`config.mk`:
```
export PLATFORM = sky130hd
export DESIGN_NAME = tbufcam_mt
export DESIGN_NICKNAME = d
export VERILOG_FILES = /design/src/rtl/tbufcam_mt.sv
export SDC_FILE = /design/constraint.sdc
export NUM_CORES = 1
export LEC_CHECK = 0
export ABC_AREA = 0
export CORE_UTILIZATION = 35
export DETAILED_ROUTE_END_ITERATION = 8
export GPL_ROUTABILITY_DRIVEN = 0
export PLACE_DENSITY = 0.61
export SLEW_MARGIN = 20
export SYNTH_ARGS = -nofsm -noshare
export SYNTH_HDL_FRONTEND = slang
export SYNTH_SLANG_ARGS = --single-unit
export TNS_END_PERCENT = 20
```
`constraint.sdc`:
```
create_clock -name clk -period 7.4 [get_ports clk]
set_input_delay 1.11 -clock clk [delete_from_list [all_inputs] [get_ports clk]]
set_output_delay 1.11 -clock clk [all_outputs]
set_load 0.005 [all_outputs]
```
`src/rtl/tbufcam_mt.sv`:
```
// tbufcam_mt
//   Multi-thread, multi-port address CAM that tracks in-flight buffer
//   addresses per hardware thread. Each thread owns a DEPTH-entry slot pool
//   used as a FIFO: allocation at the tail, in-order retire at the head.
//   A whole thread can be flushed on an exception. NCHK lookup ports are
//   searched in parallel against the registered state of every thread.
//
// Ports
//   clk, rst              clock (rising edge), asynchronous active-high reset
//   except, except_thread flush all entries of one thread on the next edge
//   new_en, new_addr,     allocation request; new_ok (comb) reports that the
//   new_thread, new_ok    request was accepted (inserted, or already present)
//   ret_en, ret_thread    release the oldest entry of a thread
//   chk_addr              NCHK lookup addresses, port p = [p*WIDTH +: WIDTH]
//   chk_match             per port: hit on a valid entry of any thread
//   chk_match_thr         bit p*THREADS+t: port p hits a valid entry of thread t
//   free                  new_thread has at least one free slot
//   full, cnt             per-thread full flag and occupancy (CW bits each)

module tbufcam_mt #(
    parameter int WIDTH   = 11,
    parameter int THREADS = 2,
    parameter int DEPTH   = 4,
    parameter int NCHK    = 2,
    localparam int TW     = (THREADS > 1) ? $clog2(THREADS) : 1,
    localparam int CW     = $clog2(DEPTH + 1)
) (
    input  logic                    clk,
    input  logic                    rst,
    input  logic                    except,
    input  logic [TW-1:0]           except_thread,
    input  logic                    new_en,
    input  logic [WIDTH-1:0]        new_addr,
    input  logic [TW-1:0]           new_thread,
    output logic                    new_ok,
    input  logic                    ret_en,
    input  logic [TW-1:0]           ret_thread,
    input  logic [NCHK*WIDTH-1:0]   chk_addr,
    output logic [NCHK-1:0]         chk_match,
    output logic [NCHK*THREADS-1:0] chk_match_thr,
    output logic                    free,
    output logic [THREADS-1:0]      full,
    output logic [THREADS*CW-1:0]   cnt
);

    localparam int PW = $clog2(DEPTH);
    localparam logic [CW-1:0] DEPTH_C = CW'(DEPTH);
    // One extra bit so that thread ids at or above THREADS can be detected
    // even when THREADS is not a power of two.
    localparam logic [TW:0]   THR_LIM = (TW + 1)'(THREADS);

    logic [WIDTH-1:0] addr_q  [THREADS][DEPTH];
    logic [DEPTH-1:0] valid_q [THREADS];
    logic [DEPTH-1:0] valid_d [THREADS];
    logic [PW-1:0]    head_q  [THREADS];
    logic [PW-1:0]    head_d  [THREADS];
    logic [PW-1:0]    tail_q  [THREADS];
    logic [PW-1:0]    tail_d  [THREADS];
    logic [CW-1:0]    cnt_q   [THREADS];
    logic [CW-1:0]    cnt_d   [THREADS];

    logic [THREADS-1:0] ins;
    logic [THREADS-1:0] ret;
    logic [THREADS-1:0] flush;
    logic               dup;
    logic               new_in_rng;

    // Allocation decision. Duplicate detection only looks at the requesting
    // thread, so the same address may live in several threads at once.
    // A duplicate is accepted even when the thread is full.
    always_comb begin
        new_in_rng = ({1'b0, new_thread} < THR_LIM);
        dup        = 1'b0;
        free       = 1'b0;
        for (int t = 0; t < THREADS; t++) begin
            if (new_thread == TW'(t)) begin
                free = (cnt_q[t] != DEPTH_C);
                for (int d = 0; d < DEPTH; d++) begin
                    if (valid_q[t][d] && (addr_q[t][d] == new_addr)) begin
                        dup = 1'b1;
                    end
                end
            end
        end
        new_ok = new_en && new_in_rng && (dup || free) &&
                 !(except && (except_thread == new_thread));
    end

    // Next-state per thread. Flush wins over insert/retire on the same
    // thread; insert is already blocked there through new_ok.
    always_comb begin
        ins   = '0;
        ret   = '0;
        flush = '0;
        for (int t = 0; t < THREADS; t++) begin
            flush[t] = except && (except_thread == TW'(t));
            ins[t]   = new_ok && !dup && (new_thread == TW'(t));
            ret[t]   = ret_en && (ret_thread == TW'(t)) &&
                       (cnt_q[t] != '0) && !flush[t];

            valid_d[t] = valid_q[t];
            head_d[t]  = head_q[t];
            tail_d[t]  = tail_q[t];
            cnt_d[t]   = cnt_q[t];

            if (flush[t]) begin
                valid_d[t] = '0;
                head_d[t]  = '0;
                tail_d[t]  = '0;
                cnt_d[t]   = '0;
            end else begin
                if (ret[t]) begin
                    valid_d[t][head_q[t]] = 1'b0;
                    head_d[t]             = head_q[t] + PW'(1);
                end
                if (ins[t]) begin
                    valid_d[t][tail_q[t]] = 1'b1;
                    tail_d[t]             = tail_q[t] + PW'(1);
                end
                if (ins[t] && !ret[t]) begin
                    cnt_d[t] = cnt_q[t] + CW'(1);
                end else if (ret[t] && !ins[t]) begin
                    cnt_d[t] = cnt_q[t] - CW'(1);
                end
            end
        end
    end

    always_ff @(posedge clk or posedge rst) begin
        if (rst) begin
            for (int t = 0; t < THREADS; t++) begin
                valid_q[t] <= '0;
                head_q[t]  <= '0;
                tail_q[t]  <= '0;
                cnt_q[t]   <= '0;
            end
        end else begin
            for (int t = 0; t < THREADS; t++) begin
                valid_q[t] <= valid_d[t];
                head_q[t]  <= head_d[t];
                tail_q[t]  <= tail_d[t];
                cnt_q[t]   <= cnt_d[t];
            end
        end
    end

    // Address storage needs no reset: every read is qualified by valid.
    always_ff @(posedge clk) begin
        for (int t = 0; t < THREADS; t++) begin
            if (ins[t]) begin
                addr_q[t][tail_q[t]] <= new_addr;
            end
        end
    end

    // Lookups see registered state only; no bypass of the incoming address.
    always_comb begin
        chk_match_thr = '0;
        chk_match     = '0;
        for (int p = 0; p < NCHK; p++) begin
            for (int t = 0; t < THREADS; t++) begin
                for (int d = 0; d < DEPTH; d++) begin
                    if (valid_q[t][d] &&
                        (addr_q[t][d] == chk_addr[p*WIDTH +: WIDTH])) begin
                        chk_match_thr[p*THREADS + t] = 1'b1;
                    end
                end
            end
            chk_match[p] = |chk_match_thr[p*THREADS +: THREADS];
        end
    end

    always_comb begin
        full = '0;
        cnt  = '0;
        for (int t = 0; t < THREADS; t++) begin
            full[t]          = (cnt_q[t] == DEPTH_C);
            cnt[t*CW +: CW]  = cnt_q[t];
        end
    end

endmodule

```
==> results of run 1 <==
==> synthesized netlist by cell type (6+ instances only) <==
| cell type | count | area share |
|---|---|---|
| and3_1 | 10 | 0.0085 |
| xor2_1 | 8 | 0.0096 |
| buf_2 | 24 | 0.016 |
| edfxtp_1 | 88 | 0.36 |
| xnor2_1 | 261 | 0.31 |
| nand2_1 | 13 | 0.0067 |
| nand4_1 | 71 | 0.061 |
| nor3_1 | 22 | 0.015 |
| ha_1 | 16 | 0.027 |
| inv_1 | 15 | 0.0077 |
| or3_1 | 6 | 0.0051 |
| buf_6 | 9 | 0.014 |
| dfrtp_1 | 22 | 0.075 |
| a21oi_1 | 14 | 0.0096 |
| nor2_1 | 25 | 0.013 |
==> worst max-delay path, stage by stage <==
cell and delay [ns]:
clkdlybuf4s50_1 1.02, xnor2_1 0.20, nand4_1 0.17, or3_1 0.45
and4_1 0.29, nor2_1 0.16, o211a_1 0.15, clkdlybuf4s50_1 0.50
==> cell type report <==
class	count	share of cell area
Inverter	15	0.00679
Sequential cell	110	0.385
Timing Repair Buffer	58	0.0695
Clock inverter	5	0.00785
Multi-Input combinational cell	489	0.461
Tap cell	270	0.0408
Clock buffer	11	0.0293
==> metrics by stage <==
| stage | std cells | utilization | hold slack (ns) | setup WS [ns] |
|---|---|---|---|---|
| 6_report | 958 | 0.407 | 0.591 | 2.22 |
| 3_3_place_gp | 942 | 0.392 | 0.582 | 2.24 |
| 5_1_grt | 958 | 0.407 | 0.621 | 2.08 |
| 2_1_floorplan | 653 | - | 0.517 | 3.87 |
| 3_5_place_dp | 942 | 0.392 | 0.578 | 2.26 |
| 4_1_cts | 958 | 0.407 | 0.601 | 2.23 |
==> cells by family (layout without fill, tap and decap cells) <==
logic type	count (synthesis)	after routing	synth area share
fa+ha+maj	18	18	0.0328
mux	3	3	0.00444
compound gates	25	25	0.0224
simple gates	173	173	0.138
flops	110	110	0.436
xor+xnor	270	270	0.324
buf+inv	54	89	0.0426
==> sequential cells by signal, summed over array words and instances, names as in the netlist <==
name / count
addr_q: 88
cnt: 6
tail_q: 4
valid_q: 8
head_q: 4
==> power breakdown <==
group          leakage, uW  internal (uW)  switching [uW]  total, uW
clock             0.000151            276             236        512
sequential         0.00109            744            88.6        833
combinational      0.00131            231             245        475
==> layer usage <==
metal	vias to the layer above	wire length [um]	global-route usage
met1	2489	8960	0.259
met2	166	10400	0.341
met5	-	0	0
li1	2321	-	-
met3	56	1130	0.0384
met4	0	741	0.0833
==> worst max-delay path by stage <==
| stage | cells after the start | to | from |
|---|---|---|---|
| 3_5_place_dp | 8 | new_ok | new_addr[3] |
| 2_1_floorplan | 8 | new_ok | new_addr[6] |
| 3_3_place_gp | 8 | new_ok | new_addr[7] |
| 4_1_cts | 8 | new_ok | new_addr[7] |
| 5_1_grt | 8 | new_ok | new_addr[3] |
| 6_report | 8 | new_ok | new_addr[7] |
==> flow_metrics.tcl, run 1 <==
set metrics [dict create \
    placedInstanceArea_um2 7980 \
    cts_hold_buf 0 \
    synthFlopType "edfxtp_1" \
    first_pass_iters 7 \
    avgViaCountPerCell 5.25 \
    cts.clk_slew.worst_paths_ns 0.07 \
    wl_per_cell_um 22.1 \
    r2r_end "cnt[2]$_DFFE_PP0P_" \
    clk_path_buf_depth 2 \
    start_util 0.359 \
    route.detailed.drc 0 \
    cp-end-kind "primary output" \
    synth_seq_area_share 0.436 \
    hpwl_um 15700 \
    worst-path-max-fanout 16 \
    hold_start "head_q[3]$_DFFE_PP0P_" \
    r2r_cells 9 \
    clk_latency_ns 0.36 \
    vias 5032 \
    track_usage 0.205 \
    layout.nets 742 \
    cap_violations 0 \
    p_leak_uw 0.00255 \
    synth_area_um2 7320 \
    drv_slew 0 \
    syn2layout_area_growth_pct 13.2 \
    grt_max_degree 23 \
    ios 57 \
    mostFrequentLayoutCells "xnor2_1 (261), edfxtp_1 (88), nand4_1 (71)" \
    dr.first_iter.drc_count 379 \
    finalCritPeriodShare 0.700 \
    wl_um 21200 \
    layout-drive-gt1-share 0.0465 \
    holdPathStages 2 \
    power.total_uw 1820 \
    io_buffers 56 \
    synth-seq-cells 110 \
    final_common_cell "xnor2_1" \
    syn_area_per_cell_um2 11.2 \
    fillCellCount 1946 \
    antenna_found_initial 0 \
    tns_ns 0 \
    async_reset_ff_frac 0.200 \
    die-width_um 147 \
    grt.overflow.total 0 \
    crit_path_start_kind "primary input" \
    multi_input_area_um2 3820 \
    cts_tree "yes" \
    powerDensity_nw_per_um2 220 \
    htree_levels 3 \
    worstHoldEndpoint "head_q[3]$_DFFE_PP0P_" \
    fin_area_um2 8290 \
    cts_root_buf "clkbuf_16" \
    ant_nets 0 \
    vdd_drop_max_uv 109 \
    numCtsBuffers 9 \
    synth_edf_count 88 \
    seq_area_um2 3190 \
    clock.fmax_mhz 193 \
    hold_viol 0 \
    reg2reg_slack_ns 4.60 \
    period_needed_ns 5.18 \
    yosys_warnings 0 \
    grt_pass1_wl_um 32000 \
    ctsResizeCount 0 \
    ys_types 41 \
    clock-sinks 110 \
    postSynthCellCount 653 \
    syn-num-nets 712 \
    rsz0062_at_grt "false" \
    fin_worst_skew_ns 0.0136 \
    critPathKind "in2out" \
    die_area_um2 21500 \
    grt_pass1_vias 5179 \
    die_h_um 147 \
    min_path_type "reg2reg" \
    row_count 52 \
    n_antenna_cell 0 \
    cp_data_required_time_ns 6.29 \
    status "completed" \
    core_region_area_um2 20400 \
    tightest_slew_ns 0.944 \
    crit_arrival_ns 4.07 \
    reg2reg_from "addr_q[0][22]$_DFFE_PP_" \
    cts_setup_buffers 0 \
    relSlewSlack 0.369 \
    setup_violations 0 \
]
No activity file was read; power rests on OpenSTA's default activity.
==> run 2, diff against run 1 <==
==> constraint.sdc (replaced) <==
create_clock -name clk -period 5.4 [get_ports clk]
set_input_delay 0.81 -clock clk [delete_from_list [all_inputs] [get_ports clk]]
set_output_delay 0.81 -clock clk [all_outputs]
set_load 0.005 [all_outputs]
==> flow_metrics.tcl, run 2 (synthesized netlist as in run 1, its figures left out) <==
set metrics [dict create \
    fillCellCount 1956 \
    finalCritPeriodShare 0.847 \
    grt_max_degree 23 \
    grt.overflow.total 0 \
    r2r_cells 9 \
    row_count 52 \
    holdPathStages 2 \
    ios 57 \
    cp-end-kind "primary output" \
    tns_ns 0 \
    cpPeakStageDelay_ns 0.84 \
    status "completed" \
    tightest_slew_ns 0.950 \
    crit_path_start_kind "primary input" \
    die-width_um 147 \
    powerDensity_nw_per_um2 291 \
    p_switching_uw 763 \
    n_antenna_cell 0 \
    largest_reg_flops 88 \
    clock.fmax_mhz 219 \
    clock-sinks 110 \
    cap_violations 0 \
    slowest_stage "clkdlybuf4s50_1" \
    numCtsBuffers 9 \
    layout.nets 748 \
    path_common_cell "clkdlybuf4s50_1" \
    fin_worst_skew_ns 0.00803 \
    wl_met2_um 10700 \
    placedInstanceArea_um2 8020 \
    worstPathCellList "clkdlybuf4s50_1, xnor2_1, nand4_1, or3_1, and4_1, nor2_1, o211a_1, clkdlybuf4s50_1" \
    worst-path-buf-inv 2 \
    first_pass_iters 5 \
    worstHoldEndpoint "head_q[3]$_DFFE_PP0P_" \
    reg2reg_from "addr_q[0][57]$_DFFE_PP_" \
    io_buffers 56 \
    wl_met1_um 9110 \
    setup_violations 0 \
    dp.cells 948 \
    crit_family "buffers and inverters" \
    cts_setup_buffers 0 \
    crit_arrival_ns 3.76 \
    start_util 0.359 \
    cts_tree "yes" \
    grt_pass1_vias 5124 \
    wl_per_cell_um 22.3 \
    layout-drive-gt1-share 0.0534 \
    top_layer "met4" \
    r2r_end "cnt[5]$_DFFE_PP0P_" \
    ctsResizeCount 0 \
    die_area_um2 21500 \
    mostFrequentLayoutCells "xnor2_1 (261), edfxtp_1 (88), nand4_1 (71)" \
    antenna_found_initial 0 \
    worst-path-max-fanout 12 \
    hpwl_um 16100 \
    seq_power_share 0.473 \
    avgViaCountPerCell 5.31 \
    clk_latency_ns 0.36 \
    vias 5113 \
    p_sw_frac 0.317 \
    reg2reg_slack_ns 2.63 \
    rsz0062_at_grt "false" \
    ant_nets 0 \
    cp_data_required_time_ns 4.59 \
    critPathKind "in2out" \
    internal-power_uw 1650 \
    final_common_cell "xnor2_1" \
    relSlewSlack 0.365 \
    min_path_type "reg2reg" \
    grt_pass1_wl_um 32000 \
    wl_um 21500 \
    clk_path_buf_depth 2 \
    htree_levels 3 \
    clockPowerShare 0.253 \
    track_usage 0.205 \
    dr.first_iter.drc_count 338 \
    drv_slew 0 \
    cts_hold_buf 0 \
    cts_root_buf "clkbuf_16" \
    fin_area_um2 8280 \
    hold_start "head_q[3]$_DFFE_PP0P_" \
    combPwrFrac 0.274 \
    hold_viol 0 \
    period_needed_ns 4.57 \
    route.detailed.drc 0 \
    layout.cells.non_filler 963 \
    syn2layout_area_growth_pct 13.1 \
    core_region_area_um2 20400 \
    p_leak_uw 0.00255 \
    cts.clk_slew.worst_paths_ns 0.07 \
    route.met3.wl_um 810 \
    die_h_um 147 \
    vdd_drop_max_uv 145 \
]
run 2: changes by cell type in the layout (fill, tap and decap cells not counted), sizes merged:
cell / delta
buf: +6
clkinvlp: +2
inv: -2
bufinv: -1
clkbuf: -1
clkinv: +1
run 2: area by class of cell:
type                            instances  area, um^2  share of cell area
Tap cell                              270         338              0.0408
Clock inverter                          5        27.5             0.00332
Inverter                               15        56.3             0.00680
Clock buffer                           10         229              0.0277
Sequential cell                       110        3190               0.386
Multi-Input combinational cell        489        3820               0.461
Timing Repair Buffer                   64         621              0.0749
run 2: power by group through the flow:
stage          Combinational, uW  Clock (uW)  Sequential, uW
6_report                     659         610            1140
2_1_floorplan                458           0            1120
5_1_grt                      730         640            1150
3_3_place_gp                 653           0            1160
3_5_place_dp                 662           0            1160
4_1_cts                      664         620            1140
run 2: worst max-delay path by stage:
stage                      from     end  depth (start not counted)
finish              new_addr[3]  new_ok                          8
CTS                 new_addr[8]  new_ok                          8
floorplan           new_addr[6]  new_ok                          8
detailed placement  new_addr[7]  new_ok                          8
global route        new_addr[8]  new_ok                          8
global placement    new_addr[8]  new_ok                          8
run 2: worst reg2reg max path, stage by stage, from the launching register on:
cell and delay [ns]:
edfxtp_1 0.46, xnor2_1 0.27, nand4_1 0.13, or3_1 0.44, nand4_1 0.21, nor3_1 0.09
fa_1 0.41, nor4_1 0.35, o21ai_0 0.12, nor3b_2 0.16
run 2: metal layers:
layer  GRT usage  vias up
li1            -     2335
met1       0.254     2546
met2       0.353      173
met3      0.0231       59
met4       0.103        0
met5           0        -
run 2: stage by stage:
step / setup slack (ns) / util / power (uW) / hold WS, ns
after floorplan: 2.47 / - / 1580 / 0.517
after global placement: 0.842 / 0.394 / 1810 / 0.576
after detailed placement: 0.851 / 0.394 / 1820 / 0.586
after CTS: 0.851 / 0.407 / 2420 / 0.603
after global routing: 0.634 / 0.407 / 2520 / 0.640
final: 0.826 / 0.407 / 2410 / 0.598
==> run 3, diff against run 2 <==
--- a/config.mk
+++ b/config.mk
@@ -9,7 +9,7 @@
 export CORE_UTILIZATION = 35
 export DETAILED_ROUTE_END_ITERATION = 8
 export GPL_ROUTABILITY_DRIVEN = 0
-export PLACE_DENSITY = 0.61
+export PLACE_DENSITY = 0.63
 export SLEW_MARGIN = 20
 export SYNTH_ARGS = -nofsm -noshare
 export SYNTH_HDL_FRONTEND = slang
==> constraint.sdc (replaced) <==
create_clock -name clk -period 4.05 [get_ports clk]
set_input_delay 0.6075 -clock clk [delete_from_list [all_inputs] [get_ports clk]]
set_output_delay 0.6075 -clock clk [all_outputs]
set_load 0.005 [all_outputs]
==> flow_metrics.tcl, run 3 (synthesized netlist as in run 1, its figures left out) <==
set metrics [dict create \
    r2r_end "cnt[2]$_DFFE_PP0P_" \
    powerDensity_nw_per_um2 397 \
    ios 57 \
    internal-power_uw 2370 \
    layout-drive-gt1-share 0.0774 \
    hpwl_um 15700 \
    hold_start "head_q[3]$_DFFE_PP0P_" \
    cap_violations 0 \
    core_region_area_um2 20400 \
    holdPathStages 2 \
    grt_max_degree 23 \
    clock.fmax_mhz 258 \
    numCtsBuffers 9 \
    ant_nets 0 \
    crit_arrival_ns 3.27 \
    cts_root_buf "clkbuf_16" \
    r2r_cells 9 \
    htree_levels 3 \
    ctsResizeCount 0 \
    cp-end-kind "primary output" \
    clock-sinks 110 \
    reg2reg_slack_ns 1.14 \
    first_pass_iters 4 \
    seq_power_share 0.446 \
    hold_viol 0 \
    dr.first_iter.drc_count 511 \
    cts.clk_slew.worst_paths_ns 0.07 \
    clk_path_buf_depth 2 \
    die_h_um 147 \
    avgViaCountPerCell 5.25 \
    grt_pass1_vias 5225 \
    critPathKind "in2out" \
    min_path_type "reg2reg" \
    grt_pass1_wl_um 31400 \
    worst-path-max-fanout 8 \
    clk_latency_ns 0.37 \
    row_count 52 \
    vdd_drop_max_uv 199 \
    grt.overflow.total 0 \
    cts_setup_buffers 0 \
    reg2reg_from "addr_q[0][15]$_DFFE_PP_" \
    cts_tree "yes" \
    largest_reg_flops 88 \
    mostFrequentLayoutCells "xnor2_1 (261), edfxtp_1 (88), nand4_1 (71)" \
    start_util 0.359 \
    period_needed_ns 3.88 \
    route.detailed.drc 0 \
    setup_violations 0 \
    status "completed" \
    syn2layout_area_growth_pct 17.2 \
    track_usage 0.200 \
    relSlewSlack 0.354 \
    clockPowerShare 0.291 \
    layout.nets 765 \
    tns_ns 0 \
    tightest_slew_ns 0.967 \
    cts_hold_buf 0 \
    rsz0062_at_grt "false" \
    fin_worst_skew_ns 0.00868 \
    crit_path_start_kind "primary input" \
    combPwrFrac 0.263 \
    n_antenna_cell 0 \
    power.total_uw 3410 \
    p_sw_frac 0.304 \
    cp_data_required_time_ns 3.44 \
    io_buffers 56 \
    final_common_cell "xnor2_1" \
    die_area_um2 21500 \
    p_switching_uw 1040 \
    worstHoldEndpoint "head_q[3]$_DFFE_PP0P_" \
    wl_um 20800 \
    wl_per_cell_um 21.2 \
    finalCritPeriodShare 0.958 \
    drv_slew 0 \
    antenna_found_initial 0 \
    vias 5148 \
    die-width_um 147 \
    p_leak_uw 0.00271 \
]
run 3: changes by cell type in the layout (fill, tap and decap cells not counted), moves of 2 or more:
cell / before / now
bufinv_16: 0 / 2
buf_12: 0 / 8
clkinv_2: 3 / 0
buf_4: 8 / 17
run 3: layout make-up:
| type | instances | area [um^2] |
|---|---|---|
| clock buffers | 11 | 243 |
| clock inverters | 5 | 88.8 |
| fillers | 1941 | 11800 |
| inverters | 15 | 56.3 |
| multi-input cells | 489 | 3820 |
| flip-flops and latches | 110 | 3190 |
| well taps | 270 | 338 |
| repair buffers | 81 | 848 |
run 3: worst max-delay path by stage:
stage                       startpoint                  to  slack (ns)  depth (start not counted)
after floorplan            new_addr[6]  cnt[2]$_DFFE_PP0P_        1.40                         10
after global placement     new_addr[5]              new_ok        0.17                          9
after detailed placement   new_addr[5]              new_ok        0.21                          9
after CTS                  new_addr[5]              new_ok        0.21                          9
after global routing      chk_addr[15]        chk_match[1]        0.13                          7
final                      chk_addr[5]        chk_match[0]        0.17                          7
run 3: critical path, cell delays in order:
cell             delay (ns)
clkdlybuf4s50_1        0.92
xnor2_1                0.14
nand4_1                0.12
nor3_1                 0.06
or4_1                  0.63
or2_2                  0.34
clkdlybuf4s50_1        0.44
run 3: power by group through the flow:
stage                     sequential, uW  clock, uW  combinational [uW]
final                               1520        992                 897
after global routing                1540       1030                 996
after CTS                           1520        999                 904
after detailed placement            1540          0                 898
after global placement              1540          0                 887
after floorplan                     1500          0                 611
run 3: stage by stage:
step / setup slack, ns / instance area [um^2] / hold slack [ns] / utilization / instances
floorplan: 1.40 / 7320 / 0.517 / - / 653
finish: 0.171 / 8580 / 0.603 / 0.421 / 981
global placement: 0.172 / 8250 / 0.575 / 0.405 / 965
detailed placement: 0.208 / 8250 / 0.594 / 0.405 / 965
global route: 0.126 / 8580 / 0.641 / 0.421 / 981
CTS: 0.208 / 8580 / 0.606 / 0.421 / 981
run 3: per-layer routing:
layer / vias up / track usage / share of wire
li1: 2369 / - / -
met4: 0 / 0.123 / 0.053
met5: - / 0 / 0
met2: 169 / 0.335 / 0.48
met1: 2542 / 0.246 / 0.42
met3: 68 / 0.0238 / 0.043
